### src/rtl/mreg_io_stream.sv
// IO sequencer between the external data port and the matrix register file.
// One io_inst per transaction: optional row-stream write, then optional buffered (transposable) read-out.
module mreg_io_stream #(
  parameter int LANES = 4,
  parameter int DW    = 16,
  parameter int ROWS  = 4,
  parameter int RAW   = 4
) (
  input  logic                              clk,
  input  logic                              rst,
  input  logic                              io_valid,
  output logic                              io_ready,
  input  logic [31:0]                       io_inst,
  input  logic                              in_valid,
  output logic                              in_ready,
  input  logic [LANES*DW-1:0]               data_in,
  output logic                              out_valid,
  input  logic                              out_ready,
  output logic [LANES*DW-1:0]               data_out,
  output logic                              busy,
  output logic                              rf_we,
  output logic [RAW-1:0]                    rf_waddr,
  output logic [((ROWS>1)?$clog2(ROWS):1)-1:0] rf_wrow,
  output logic [LANES*DW-1:0]               rf_wdata,
  output logic [RAW-1:0]                    rf_raddr,
  output logic [((ROWS>1)?$clog2(ROWS):1)-1:0] rf_rrow,
  input  logic [LANES*DW-1:0]               rf_rdata
);

  localparam int RW = (ROWS > 1) ? $clog2(ROWS) : 1;
  localparam int FW = $clog2(ROWS + 1);
  localparam int W  = LANES * DW;
  localparam bit TP = (ROWS == LANES);

  typedef enum logic [1:0] {S_IDLE, S_WR, S_FETCH, S_EMIT} state_t;

  state_t          state, state_n;
  logic [RAW-1:0]  wr_reg, rd_reg;
  logic            tr;
  logic [RW-1:0]   wrow, ecnt, eidx;
  logic [FW-1:0]   fcnt;
  logic [W-1:0]    buffer [ROWS];
  logic [W-1:0]    beat;
  logic [RAW-1:0]  wr_f, rd_f;

  assign wr_f = RAW'(io_inst[23:20]);
  assign rd_f = RAW'(io_inst[19:16]);

  always_ff @(posedge clk) begin
    if (rst) state <= S_IDLE;
    else     state <= state_n;
  end

  always_comb begin
    state_n = state;
    case (state)
      S_IDLE: begin
        if (io_valid) begin
          if (wr_f != '0)      state_n = S_WR;
          else if (rd_f != '0) state_n = S_FETCH;
        end
      end
      S_WR: begin
        if (in_valid && wrow == RW'(ROWS - 1))
          state_n = (rd_reg != '0) ? S_FETCH : S_IDLE;
      end
      S_FETCH: begin
        if (fcnt == FW'(ROWS)) state_n = S_EMIT;
      end
      S_EMIT: begin
        if (out_valid && out_ready && ecnt == RW'(ROWS - 1)) state_n = S_IDLE;
      end
      default: state_n = S_IDLE;
    endcase
  end

  assign io_ready = (state == S_IDLE);
  assign in_ready = (state == S_WR);
  assign busy     = (state != S_IDLE);
  // Gated by rst so the cycle in which reset is asserted cannot add a row.
  assign rf_we    = (state == S_WR) && in_valid && !rst;
  assign rf_waddr = wr_reg;
  assign rf_wrow  = wrow;
  assign rf_wdata = data_in;
  assign rf_raddr = rd_reg;
  assign rf_rrow  = (state == S_FETCH && fcnt != FW'(ROWS)) ? RW'(fcnt) : '0;

  // Next beat to load: current index before first presentation, else the following one.
  always_comb begin
    beat = '0;
    eidx = out_valid ? RW'(ecnt + 1'b1) : ecnt;
    if (TP && tr) begin
      for (int unsigned j = 0; j < LANES && j < ROWS; j++)
        beat[j*DW +: DW] = buffer[j][eidx*DW +: DW];
    end else begin
      beat = buffer[eidx];
    end
  end

  always_ff @(posedge clk) begin
    if (rst) begin
      wr_reg    <= '0;
      rd_reg    <= '0;
      tr        <= 1'b0;
      wrow      <= '0;
      fcnt      <= '0;
      ecnt      <= '0;
      out_valid <= 1'b0;
      data_out  <= '0;
    end else begin
      case (state)
        S_IDLE: begin
          if (io_valid) begin
            wr_reg <= wr_f;
            rd_reg <= rd_f;
            tr     <= io_inst[24];
          end
        end
        S_WR: begin
          if (in_valid) wrow <= (wrow == RW'(ROWS - 1)) ? '0 : RW'(wrow + 1'b1);
        end
        S_FETCH: begin
          fcnt <= (fcnt == FW'(ROWS)) ? '0 : FW'(fcnt + 1'b1);
        end
        S_EMIT: begin
          if (!out_valid) begin
            out_valid <= 1'b1;
            data_out  <= beat;
          end else if (out_ready) begin
            if (ecnt == RW'(ROWS - 1)) begin
              ecnt      <= '0;
              out_valid <= 1'b0;
            end else begin
              ecnt     <= RW'(ecnt + 1'b1);
              data_out <= beat;
            end
          end
        end
        default: ;
      endcase
    end
  end

  // Read data for row k arrives while fcnt == k+1.
  always_ff @(posedge clk) begin
    if (state == S_FETCH && fcnt != '0)
      buffer[RW'(fcnt - 1'b1)] <= rf_rdata;
  end

endmodule
### config.mk
export PLATFORM = sky130hd
export DESIGN_NAME = mreg_io_stream
export DESIGN_NICKNAME = d
export VERILOG_FILES = /design/src/rtl/mreg_io_stream.sv
export SDC_FILE = /design/constraint.sdc
export NUM_CORES = 1
export LEC_CHECK = 0
export CAP_MARGIN = 15
export CORE_UTILIZATION = 51
export DETAILED_ROUTE_END_ITERATION = 6
export PLACE_DENSITY = 0.8
export SLEW_MARGIN = 30
export SYNTH_ARGS = -nofsm -noshare
export SYNTH_HDL_FRONTEND = slang
export SYNTH_SLANG_ARGS = --single-unit
### constraint.sdc
create_clock -name clk -period 5.08 [get_ports clk]
set_input_delay 1.016 -clock clk [delete_from_list [all_inputs] [get_ports clk]]
set_output_delay 1.016 -clock clk [all_outputs]
set_load 0.02 [all_outputs]
---- Yosys cells after proc, flatten, opt, wreduce, memory -nomap -nowiden ----
Memory sizes are Yosys's and may differ from the RTL's.
Cells that the tools add are included.
storage, ports and cells
  output and inout bits ................... 145
  bits in writable memories ............... 256
  register bits after elaboration ......... 83
  input port bits ......................... 165
  memories kept ........................... 1
cells by class
  shift-type cells ........................ 4
  add/subtract/negate cells ............... 4
  reduce and logical (&&, ||, !) cells .... 19
  mux-type cells .......................... 22
  equal/unequal tests ..................... 14
memories
  memory  words  bits a word  read ports  clocked after Yosys merged registers in  write ports  RTL line  RTL
  buffer  4      64           5           0                                        1            42        logic [W-1:0] buffer [ROWS];
operators by type and width
  cell                 count
  $mux 64              4
  $shiftx 64x7->16     4
  $mux 2               11
  $reduce_bool 4->1    3
  $eq 2x2->1 const B   4
  $ne 2x2->1 const B   4
  $pmux 2 s4           1
  $logic_and 1x1->1    7
  $reduce_and 3->1     2
  $mux 1               5
  $reduce_and 5->1     1
  $add 2x1->2 const B  2
  $ne 2x1->1 const B   2
  $reduce_and 2->1     2
  $add 3x1->3 const B  1
  $eq 3x3->1 const B   1
  $mux 3               1
  $ne 3x1->1 const B   1
  $ne 3x3->1 const B   1
  $reduce_bool 3->1    1
  $eq 2x1->1 const B   1
  $logic_not 2->1      1
  $reduce_bool 2->1    1
  $sub 2x1->2 const B  1
  $logic_not 1->1      1

---- Longest topological paths before layout ----
  depth in word-level cells ............... 7
  mapped depth ............................ 7
  mapped depth without buffers ............ 5

---- Worst setup path before layout ----
Ideal clock, no wire load.
  path type ............................... register -> register
  from .................................... reg fcnt[0]
  to ...................................... mem buffer[3][0] in the netlist's numbering (enable)
  buffers on the path ..................... 0
  clock period less this slack ............ 3.862 ns
  data required time ...................... 4.594 ns
  cell stages (with the launch flop) ...... 5
  data arrival time ....................... 3.376 ns
  path slack .............................. 1.218 ns
  cells stage by stage .................... dfxtp_1 inv_1 ha_1 nand2_1 nor2_1
on the way
  word-level cells in the longest chain between the ends .. 4
ends and longest elaborated chain
  element                       RTL line  RTL
  start, declared               41        logic [FW-1:0] fcnt;
  start signal, assigned        123       fcnt <= (fcnt == FW'(ROWS)) ? '0 : FW'(fcnt + 1'b1);
  $reduce_bool 3->1             146       if (state == S_FETCH && fcnt != '0)
  $logic_and 1x1->1             146
  $mux 1                        146
  $mux 1 (implied by the code)  147       buffer[RW'(fcnt - 1'b1)] <= rf_rdata;
  end, declared                 42
Parallel ways exist; a longest one is shown, timed or not.

---- Worst setup path after layout ----
  from .................................... in in_valid
  to ...................................... out rf_we
on the way
  word-level cells in the longest chain between the ends .. 2
ends and longest elaborated chain
  element                         RTL line  RTL
  start, declared                 14        input logic in_valid,
  $logic_and 1x1->1 (2 in a row)  81        assign rf_we = (state == S_WR) && in_valid && !rst;
  end, declared                   21        output logic rf_we,
No other way between the ends.

==> results_dict.tcl <==
set metrics [dict create \
    vias_per_cell 6.00 \
    crit_slowest_cell "clkdlybuf4s50_1" \
    criticalPathCategory "in -> out" \
    yosys.area_share.simple_pct 3.48 \
    place_congestion 0.747 \
    grt_max_degree 81 \
    synth_area_um2 14200 \
    yosys.cell_count.top_type "edfxtp_1" \
    crit_start "in_valid" \
    synth_cell_types 37 \
    cp-end-kind "output pin" \
    grt_pass1_wl_mm 49.7 \
    clock-root-buffer "clkbuf_16" \
    period_needed_ps 3480 \
    clock_latency_ps 520 \
    grt_use_total_pct 23.3 \
    worstReg2RegStart "ecnt[0]" \
    synth_seq_area_share_pct 65.7 \
    hold_violations 0 \
    synth_mux_area_share_pct 15.7 \
    worst_slew_pin_slew_ps 845 \
    min_from "data_out[34]" \
    worstHoldPathType "reg -> reg" \
    finalNetCount 1138 \
    die_x_um 169 \
    clk_path_buf_depth 3 \
    power.density_nw_per_um2 365 \
    num_vias 8207 \
    fillers 1981 \
    clock_sinks 339 \
    wl_met1_mm 12.4 \
    area_growth_syn_to_layout_pct 19.7 \
    synth_compound_area_share_pct 8.62 \
    yosys.area.top_type "edfxtp_1" \
    wl_met2_mm 16.6 \
    cts.htree.levels 2 \
    antenna_found_initial 1 \
    yosys_register_bits 339 \
    ant_nets 0 \
    cts-resized-gates 0 \
    post_cts_buffers 0 \
    rsz0062_at_grt "false" \
    cp-start-kind "primary input" \
    critPathMaxFanout 4 \
    crit_top_cell "clkdlybuf4s50_1" \
    synth_edf_count 256 \
    totalPowerFinal_w 0.00621 \
    row_count 60 \
    drc 0 \
    crit_chain "clkdlybuf4s50_1, nand3b_1, nor2_1, clkdlybuf4s50_1" \
    top_layer_used "met5" \
    drv_cap 0 \
    final.setup.tns_ps 0 \
    grt_pass1_vias 8462 \
    clk_pin_slew_ps 60 \
    yosysTopAreaCellShare_pct 54.1 \
    drive_above_1_share_pct 14.6 \
    pwr-share-seq_pct 49.0 \
    first_iter_violations 601 \
    ys.flop_type "edfxtp_1" \
    fin_skew_ps 19.8 \
    yosys-top-cells-area "edfxtp_1, dfxtp_1, mux4_2" \
    syn_avg_cell_area_um2 16.2 \
    async_flop_share_pct 0 \
    initial_core_util_pct 52.3 \
    fin_util_pct 62.6 \
    dp.cells 1300 \
    combPwrFrac_pct 7.7 \
    core_area_um2 27200 \
    power_leakage_nw 5.63 \
    worst_path_largest_cell_delay_ps 620 \
    crit_buf_inv 2 \
    first_pass_iters 5 \
    pwr-share-clk_pct 43.3 \
    netlist_top_cells_count "edfxtp_1, nor2_1, dfxtp_1" \
    peakVddDrop_v 0.000239 \
    drv_slew 0 \
    synth_top_family_by_area "multiplexers" \
    crit_family "buffers and inverters" \
    hpwl_mm 21.4 \
    max_slew_margin_pct 43.7 \
    wl_met3_mm 2.93 \
    setup_viol 0 \
    outcome "completed" \
    hold_slack_ps 485 \
    sw_frac_of_total_pct 21.3 \
    wirelength_mm 33.0 \
    ys_warn_count 0 \
    synthXorXnorAreaFrac_pct 0.255 \
    ctsHoldBuffers 0 \
    final_cell_count_no_fill 1367 \
    p_sw_w 0.00132 \
    ios 310 \
    wl_per_cell_um 24.1 \
    post-route-period-util_pct 68.5 \
    die_area_um2 28600 \
    port_buffers 158 \
    synthesis.nets 1051 \
    dieHeight_um 169 \
    overflow 0 \
    cts_tree "yes" \
    cts_buffers 36 \
    yosys.area_share.adder_pct 0.616 \
    netlist_instances 879 \
    worstPathRequired_ps 4060 \
    power.internal_w 0.00489 \
    arrival_ps 2470 \
    fmax_mhz 287 \
]
[layout by cell type, fill, tap and decap left out, types with 2 or more instances in the layout]
cell             instances
clkinvlp_4               2
nand3b_1                 2
inv_1                    4
bufinv_16                5
and2_1                   3
clkinv_2                 6
nor4_1                   2
clkdlybuf4s50_1        158
mux2i_1                 78
clkbuf_16               38
or4_1                    2
o21ai_0                  2
a21oi_1                  8
nor2_1                  84
nor2b_1                  2
mux4_2                  63
a2111o_1                 2
nand2_1                  3
ha_1                     7
buf_16                   2
and3_1                   2
buf_4                    8
dfxtp_1                 82
nand2b_1                 2
buf_12                   5
a221o_1                 64
and2_4                   3
clkbuf_1                11
nor3_1                   3
a211oi_1                64
edfxtp_1               256
[worst reg2reg max path, cell delays in order (launching register included)]
cell and delay (ps):
dfxtp_1 620, ha_1 350, mux2i_1 350, a2111o_1 590, buf_4 410, a211oi_1 120
a221o_1 310
[final cells by class]
| cell class | count | area (µm²) | share of cell area (%) |
|---|---|---|---|
| Antenna cell | 1 | 2.50 | 0.0147 |
| Sequential cell | 339 | 9350 | 54.9 |
| Inverter | 4 | 15.0 | 0.0882 |
| Timing Repair Buffer | 175 | 1820 | 10.7 |
| Clock buffer | 50 | 1010 | 5.91 |
| Multi-Input combinational cell | 410 | 4140 | 24.3 |
| Tap cell | 372 | 465 | 2.73 |
| Clock inverter | 16 | 221 | 1.30 |
[layer usage]
layer,global-route usage (%),vias up
li1,-,3641
met1,28.6,4070
met2,40.2,420
met3,5.35,74
met4,9.01,2
met5,0,-
[per-stage QoR]
step,cell area [µm²],worst slack [ps]
2_1_floorplan,14200,1220
3_3_place_gp,15700,1580
3_5_place_dp,15800,1590
4_1_cts,17000,1580
5_1_grt,17000,1460
6_report,17000,1600
[registers in the layout (all words and copies together) (netlist names)]
name / flops
buffer: 256
rf_waddr: 4
rf_wrow: 2
out_valid: 1
fcnt: 3
state: 2
ecnt: 2
tr: 1
rf_raddr: 4
data_out: 64
[path summary, 6_finish.rpt]
check	cells past startpoint	slack [ps]	endpoint
worst max-delay path	4	1600	rf_we
worst min-delay path	1	480	data_out[34]
worst max register to register	6	2220	data_out[32]
worst min register to register	1	480	data_out[34]
[kinds of logic after synthesis]
logic type,Yosys count
DFF,339
AOI/OAI and AO/OA,144
muxes,143
buffers and inverters,130
and+or+nand+nor,114
adders and majority gates,7
xor gates and xnor gates,2
[power groups by stage]
| stage | Clock, W | Sequential [W] | Combinational, W |
|---|---|---|---|
| detailed placement | 0 | 0.00310 | 0.000478 |
| global placement | 0 | 0.00311 | 0.000451 |
| CTS | 0.00273 | 0.00304 | 0.000479 |
| floorplan | 0 | 0.00310 | 0.000347 |
| finish | 0.00269 | 0.00305 | 0.000477 |
| global route | 0.00283 | 0.00305 | 0.000509 |
(Power assumes the default switching activity.)
